`src/rtl/riscv_mc_pkg.sv`:
```
// riscv_mc_pkg: state, opcode and datapath-select encodings for the multicycle RISC-V controller
package riscv_mc_pkg;
  typedef enum logic [3:0] {
    S_FETCH    = 4'd0,
    S_DECODE   = 4'd1,
    S_MEMADR   = 4'd2,
    S_MEMREAD  = 4'd3,
    S_MEMWB    = 4'd4,
    S_MEMWRITE = 4'd5,
    S_EXECUTER = 4'd6,
    S_EXECUTEI = 4'd7,
    S_ALUWB    = 4'd8,
    S_JAL      = 4'd9,
    S_BRANCH   = 4'd10
  } state_t;
  localparam logic [6:0] OP_LW  = 7'b0000011;
  localparam logic [6:0] OP_SW  = 7'b0100011;
  localparam logic [6:0] OP_R   = 7'b0110011;
  localparam logic [6:0] OP_I   = 7'b0010011;
  localparam logic [6:0] OP_BR  = 7'b1100011;
  localparam logic [6:0] OP_JAL = 7'b1101111;
  localparam logic [1:0] ALUOP_ADD = 2'b00;
  localparam logic [1:0] ALUOP_SUB = 2'b01;
  localparam logic [1:0] ALUOP_FN  = 2'b10;
  localparam logic [1:0] RES_ALUOUT = 2'b00;
  localparam logic [1:0] RES_DATA   = 2'b01;
  localparam logic [1:0] RES_ALURES = 2'b10;
  localparam logic [1:0] SRCA_PC    = 2'b00;
  localparam logic [1:0] SRCA_OLDPC = 2'b01;
  localparam logic [1:0] SRCA_RS1   = 2'b10;
  localparam logic [1:0] SRCB_RS2   = 2'b00;
  localparam logic [1:0] SRCB_IMM   = 2'b01;
  localparam logic [1:0] SRCB_4     = 2'b10;
  localparam logic [1:0] IMM_I = 2'b00;
  localparam logic [1:0] IMM_S = 2'b01;
  localparam logic [1:0] IMM_B = 2'b10;
  localparam logic [1:0] IMM_J = 2'b11;
  localparam logic [2:0] ALU_ADD = 3'b000;
  localparam logic [2:0] ALU_SUB = 3'b001;
  localparam logic [2:0] ALU_AND = 3'b010;
  localparam logic [2:0] ALU_OR  = 3'b011;
  localparam logic [2:0] ALU_SLT = 3'b101;
  function automatic logic op_legal(input logic [6:0] op);
    return op == OP_LW || op == OP_SW || op == OP_R || op == OP_I || op == OP_BR || op == OP_JAL;
  endfunction
endpackage

```
`src/rtl/alu_decoder.sv`:
```
// alu_decoder: maps ALUOp plus instruction fields to the ALU operation code
module alu_decoder
  import riscv_mc_pkg::*;
(
  input  logic [1:0] i_alu_op,
  input  logic [2:0] i_func3,
  input  logic [6:0] i_func7,
  input  logic [6:0] i_op,
  output logic [2:0] o_alu_control
);
  logic w_sub;
  // sub only for R-type with the sub/sra func7; I-type immediates may carry the same bit pattern
  assign w_sub = (i_op == OP_R) && (i_func7 == 7'b0100000);
  // ALUOp 00 adds, 01 subtracts, 10 decodes the function fields
  always_comb begin
    o_alu_control = ALU_ADD;
    if (i_alu_op == ALUOP_SUB) o_alu_control = ALU_SUB;
    else if (i_alu_op[1])
      case (i_func3)
        3'b000:  o_alu_control = w_sub ? ALU_SUB : ALU_ADD;
        3'b010:  o_alu_control = ALU_SLT;
        3'b110:  o_alu_control = ALU_OR;
        3'b111:  o_alu_control = ALU_AND;
        default: o_alu_control = ALU_ADD;
      endcase
  end
endmodule

```
`src/rtl/multicycle_controller.sv`:
```
// multicycle_controller: Moore FSM sequencing the shared ALU/memory datapath of the multicycle core
module multicycle_controller
  import riscv_mc_pkg::*;
(
  input  logic       clk,
  input  logic       rst,
  input  logic [6:0] Op,
  input  logic [2:0] func3,
  input  logic [6:0] func7,
  input  logic       Zero,
  input  logic       mem_ready,
  output logic       PCWrite,
  output logic       AdrSrc,
  output logic       IRWrite,
  output logic       MemWrite,
  output logic       RegWrite,
  output logic [1:0] ResultSrc,
  output logic [1:0] ALUSrcA,
  output logic [1:0] ALUSrcB,
  output logic [1:0] ImmSrc,
  output logic [2:0] ALUControl,
  output logic       illegal_instr,
  output logic [3:0] fsm_state
);
  state_t     r_state;
  state_t     w_next;
  state_t     w_st;
  logic [1:0] w_alu_op;
  logic       w_pc_write;
  logic       w_ir_write;
  logic       w_mem_write;
  logic       w_reg_write;
  logic       w_illegal;
  // State register with synchronous active-low reset to FETCH
  always_ff @(posedge clk)
    if (!rst) r_state <= S_FETCH;
    else r_state <= w_next;
  // Next-state: memory states wait on mem_ready, DECODE and MEMADR branch on opcode
  always_comb begin
    w_next = S_FETCH;
    case (r_state)
      S_FETCH:    w_next = mem_ready ? S_DECODE : S_FETCH;
      S_DECODE:   w_next = (Op == OP_LW || Op == OP_SW) ? S_MEMADR :
                           (Op == OP_R)   ? S_EXECUTER :
                           (Op == OP_I)   ? S_EXECUTEI :
                           (Op == OP_JAL) ? S_JAL :
                           (Op == OP_BR)  ? S_BRANCH : S_FETCH;
      S_MEMADR:   w_next = (Op == OP_LW) ? S_MEMREAD : (Op == OP_SW) ? S_MEMWRITE : S_FETCH;
      S_MEMREAD:  w_next = mem_ready ? S_MEMWB : S_MEMREAD;
      S_MEMWRITE: w_next = mem_ready ? S_FETCH : S_MEMWRITE;
      S_EXECUTER: w_next = S_ALUWB;
      S_EXECUTEI: w_next = S_ALUWB;
      S_JAL:      w_next = S_ALUWB;
      default:    w_next = S_FETCH;
    endcase
  end
  // While reset is held the selects decode as FETCH so the datapath sits in a known configuration
  assign w_st = rst ? r_state : S_FETCH;
  // Moore output decode; enables are raw here and gated by reset below
  always_comb begin
    AdrSrc      = 1'b0;
    ResultSrc   = RES_ALUOUT;
    ALUSrcA     = SRCA_PC;
    ALUSrcB     = SRCB_RS2;
    w_alu_op    = ALUOP_ADD;
    w_pc_write  = 1'b0;
    w_ir_write  = 1'b0;
    w_mem_write = 1'b0;
    w_reg_write = 1'b0;
    w_illegal   = 1'b0;
    case (w_st)
      S_FETCH: begin
        ALUSrcB    = SRCB_4;
        ResultSrc  = RES_ALURES;
        w_ir_write = mem_ready;
        w_pc_write = mem_ready;
      end
      S_DECODE: begin
        ALUSrcA   = SRCA_OLDPC;
        ALUSrcB   = SRCB_IMM;
        w_illegal = !op_legal(Op);
      end
      S_MEMADR: begin
        ALUSrcA = SRCA_RS1;
        ALUSrcB = SRCB_IMM;
      end
      S_MEMREAD: AdrSrc = 1'b1;
      S_MEMWB: begin
        ResultSrc   = RES_DATA;
        w_reg_write = 1'b1;
      end
      S_MEMWRITE: begin
        AdrSrc      = 1'b1;
        w_mem_write = 1'b1;
      end
      S_EXECUTER: begin
        ALUSrcA  = SRCA_RS1;
        w_alu_op = ALUOP_FN;
      end
      S_EXECUTEI: begin
        ALUSrcA  = SRCA_RS1;
        ALUSrcB  = SRCB_IMM;
        w_alu_op = ALUOP_FN;
      end
      S_ALUWB: w_reg_write = 1'b1;
      S_JAL: begin
        ALUSrcA    = SRCA_OLDPC;
        ALUSrcB    = SRCB_4;
        w_pc_write = 1'b1;
      end
      S_BRANCH: begin
        ALUSrcA    = SRCA_RS1;
        w_alu_op   = ALUOP_SUB;
        w_pc_write = Zero ^ func3[0];
      end
      default: ;
    endcase
  end
  assign PCWrite       = rst & w_pc_write;
  assign IRWrite       = rst & w_ir_write;
  assign MemWrite      = rst & w_mem_write;
  assign RegWrite      = rst & w_reg_write;
  assign illegal_instr = rst & w_illegal;
  assign fsm_state     = r_state;
  assign ImmSrc = (Op == OP_SW) ? IMM_S : (Op == OP_BR) ? IMM_B : (Op == OP_JAL) ? IMM_J : IMM_I;
  alu_decoder u_alu_decoder (
    .i_alu_op      (w_alu_op),
    .i_func3       (func3),
    .i_func7       (func7),
    .i_op          (Op),
    .o_alu_control (ALUControl)
  );
endmodule

```
`config.mk`:
```
export PLATFORM = sky130hd
export DESIGN_NAME = multicycle_controller
export DESIGN_NICKNAME = d
export VERILOG_FILES = /design/src/rtl/riscv_mc_pkg.sv /design/src/rtl/alu_decoder.sv /design/src/rtl/multicycle_controller.sv
export SDC_FILE = /design/constraint.sdc
export NUM_CORES = 1
export LEC_CHECK = 0
export BUFFER_PORTS_ARGS = -buffer_cell sky130_fd_sc_hd__buf_2
export CAP_MARGIN = 20
export CORE_MARGIN = 2
export CORE_UTILIZATION = 47
export DETAILED_ROUTE_END_ITERATION = 16
export PLACE_DENSITY = 0.84
export SLEW_MARGIN = 20
export SYNTH_ARGS = -nofsm -noshare
export SYNTH_HDL_FRONTEND = slang
export SYNTH_HIERARCHICAL = 1
export SYNTH_SLANG_ARGS = --single-unit
```
`constraint.sdc`:
```
create_clock -name clk -period 2.97 [get_ports clk]
set_clock_uncertainty 0.2 [all_clocks]
set_input_delay 0.297 -clock clk [delete_from_list [all_inputs] [get_ports clk]]
set_output_delay 0.297 -clock clk [all_outputs]
set_load 0.05 [all_outputs]
```
==> flow_summary.toml <==
[status]
status = "completed"

[clocking]
hold_buffers = 0
cts.repair.resized = 0
cts_tree = "yes"
cts_max_path_buffers = 2
cts.clk_slew.worst_paths_ns = 0.04
clock_sink_count = 4
post_cts_buffers = 0
htreeDepth = 1
insertion_delay_ns = 0.23
cts_made_buffers = 3
root_buffer = "clkbuf_4"

[timing]
tns_ns = 0
rsz0062_at_grt = "no"
hold_viol_final = 0
setup_viol = 0
fmax_mhz = 404
finalMaxSlewViolations = 0
worstMarginPinSlew_ns = 0.702
relSlewSlack_pct = 53.1
layout_worst_path_cycle_share_pct = 83.4
final.min_clock_period_ns = 2.48

[floorplanning]
ios = 42
start_util_pct = 50.0
die_h_um = 43.8
core_um2 = 1490
num_rows = 14
die_x_um = 43.8
die-area_um2 = 1920

[pwr]
p_leak_nw = 0.426
p_per_area_nw_per_um2 = 220
fin_total_pwr_mw = 0.211
ir_drop_uv = 187

[logic_synthesis]
ys_seq_area_share_pct = 10.8
async_flop_share_pct = 0
synth-edff-count = 0
synth_fa_ha_area_share_pct = 0
synth_common_cells = "10 x nand2_1, 10 x nor2_1, 6 x a21oi_1, 6 x nand2b_1"
synth_simple_gate_area_share_pct = 53.6
synth_xor_area_share_pct = 5.88
yosys_warnings = 6
synthCells = 101
synth_compound_area_share_pct = 21.8
synth_top_family_by_area = "simple AND/OR/NAND/NOR gates"
synthesis.nets = 122
synth.distinct_cells = 41
avgSynthCellArea_um2 = 7.37
synth-seq-cells = 4
synth.cell_area_um2 = 744
synth_top_cell_by_area = "dfxtp_1"
synth_area_leaders = "dfxtp_1 11%, nor4b_2 6.1%, nand2_1 5.0%, nand2b_1 5.0%, nor2_1 5.0%"
yosys-mux-area-fraction_pct = 0
synth_ff_type = "dfxtp_1"
synth.top_cell.area_share_pct = 10.8

[setup_path]
r2r_cells = 4
slowest_stage = "dfxtp_1"
crit_end = "PCWrite"
r2r_end = "fsm_state[1]$_SDFF_PN0_"
crit_buf_inv = 1
max_stage_delay_ns = 0.75
worstPathArrival_ns = 1.98
endpoint_kind = "output pin"
r2r_start = "fsm_state[1]$_SDFF_PN0_"
timing.reg2reg.setup_slack_ns = 0.98
cp.depth = 5
startpoint = "fsm_state[1]$_SDFF_PN0_"
worstPathCellList = "nand2b_1 -> nor3_1 -> a31oi_1 -> o21ba_1 -> buf_2"
crit_fanout = 20
start_kind = "register"
critPathTopFamily = "flip-flops"
worst-setup-path-type = "register to output pin"
worstPathRequired_ns = 2.47

[final_layout]
drive_gt1_share_pct = 40.4
nNetsFinal = 159
area_growth_pct = 28.6
num-fill-cells = 137
regArea_um2 = 80.1
multiInputGateArea_um2 = 622
diodes = 0
largest_reg_flops = 4

[route]
wl_um = 1880
top_layer = "met3"
drt-met1-wl_um = 828
vias = 878
ant_nets = 0
route.met3.wl_um = 196
via_per_inst = 5.78
drt-initial-drc-count = 30
drcViolationCount = 0
met2WireLength_um = 850
drtPass1Iterations = 4
wl_per_cell_um = 12.3

[placed_design]
io_buffers = 41
place_congestion = 0.831
hpwl_um = 1410

[global_route]
grt_pass1_vias = 732
antenna_found_initial = 0
grt_usage_pct = 20.4
grt_pass1_wl_um = 3070
grt-ovfl-total = 0
grt_start_max_net_pins = 21

[flow_run]
cap_violations = 0

[hold_path]
holdPathStages = 3
hp-class = "input port to register"
==> per-layer routing <==
metal	vias up	track usage [%]
li1	447	-
met5	-	0
met4	0	3.64
met3	0	6.25
met1	386	27.9
met2	45	31.8
==> cell type report <==
| class | count | area share (%) |
|---|---|---|
| inverter | 2 | 0.784 |
| clock buffer | 3 | 2.35 |
| sequential | 4 | 8.37 |
| timing repair buffer | 41 | 21.4 |
| tap | 16 | 2.09 |
| multi-input combinational | 86 | 65.0 |
==> placed cells by master, fill, tap and decap left out, types with 2 or more instances in the layout <==
cell,n
a211oi_1,2
a21oi_1,6
a31oi_1,3
and3_1,3
buf_2,41
clkbuf_4,3
dfxtp_1,4
inv_1,2
nand2_1,10
nand2b_1,6
nand3_1,3
nand3b_1,3
nor2_1,10
nor3_1,4
nor4b_2,3
nor4bb_1,2
o21ai_0,3
or3b_1,2
xnor2_1,2
xor2_1,3
==> how the worst min path moves through the flow <==
| stage | endpoint | from | slack [ns] |
|---|---|---|---|
| floorplan | fsm_state[2]$_SDFF_PN0_ | Op[5] | 0.25 |
| CTS | fsm_state[2]$_SDFF_PN0_ | Op[5] | 0.16 |
| global route | fsm_state[2]$_SDFF_PN0_ | Op[5] | 0.15 |
| global placement | fsm_state[2]$_SDFF_PN0_ | Op[5] | 0.41 |
| finish | fsm_state[2]$_SDFF_PN0_ | Op[5] | 0.17 |
| detailed placement | fsm_state[2]$_SDFF_PN0_ | Op[5] | 0.41 |
==> cell families after synthesis <==
family / Yosys count
compound gates: 22
xor+xnor: 5
buf+inv: 11
flops: 4
simple gates: 59
==> per-stage QoR <==
stage / cell area (um^2) / cells / worst slack, ns / hold slack, ns / util [%]
CTS: 957 / 152 / 0.502 / 0.163 / 64.3
detailed placement: 935 / 149 / 0.751 / 0.406 / 62.8
finish: 957 / 152 / 0.493 / 0.166 / 64.3
global route: 957 / 152 / 0.312 / 0.153 / 64.3
global placement: 935 / 149 / 0.772 / 0.409 / 62.8
floorplan: 761 / 101 / 0.0393 / 0.247 / -
==> where the power goes <==
part	switching, mW	internal, mW	leakage, nW
registers	0.00493	0.0549	0.0325
logic	0.0527	0.0304	0.379
clock network	0.0223	0.0452	0.0138
total	0.0800	0.131	0.426
==> worst register-to-register path, stage by stage, from the launching register on <==
cell and delay [ns]:
dfxtp_1 0.75, or4b_4 0.56, nor4_4 0.19, a221oi_1 0.13
nor2_1 0.10
Power figures use the tool's default switching activity.
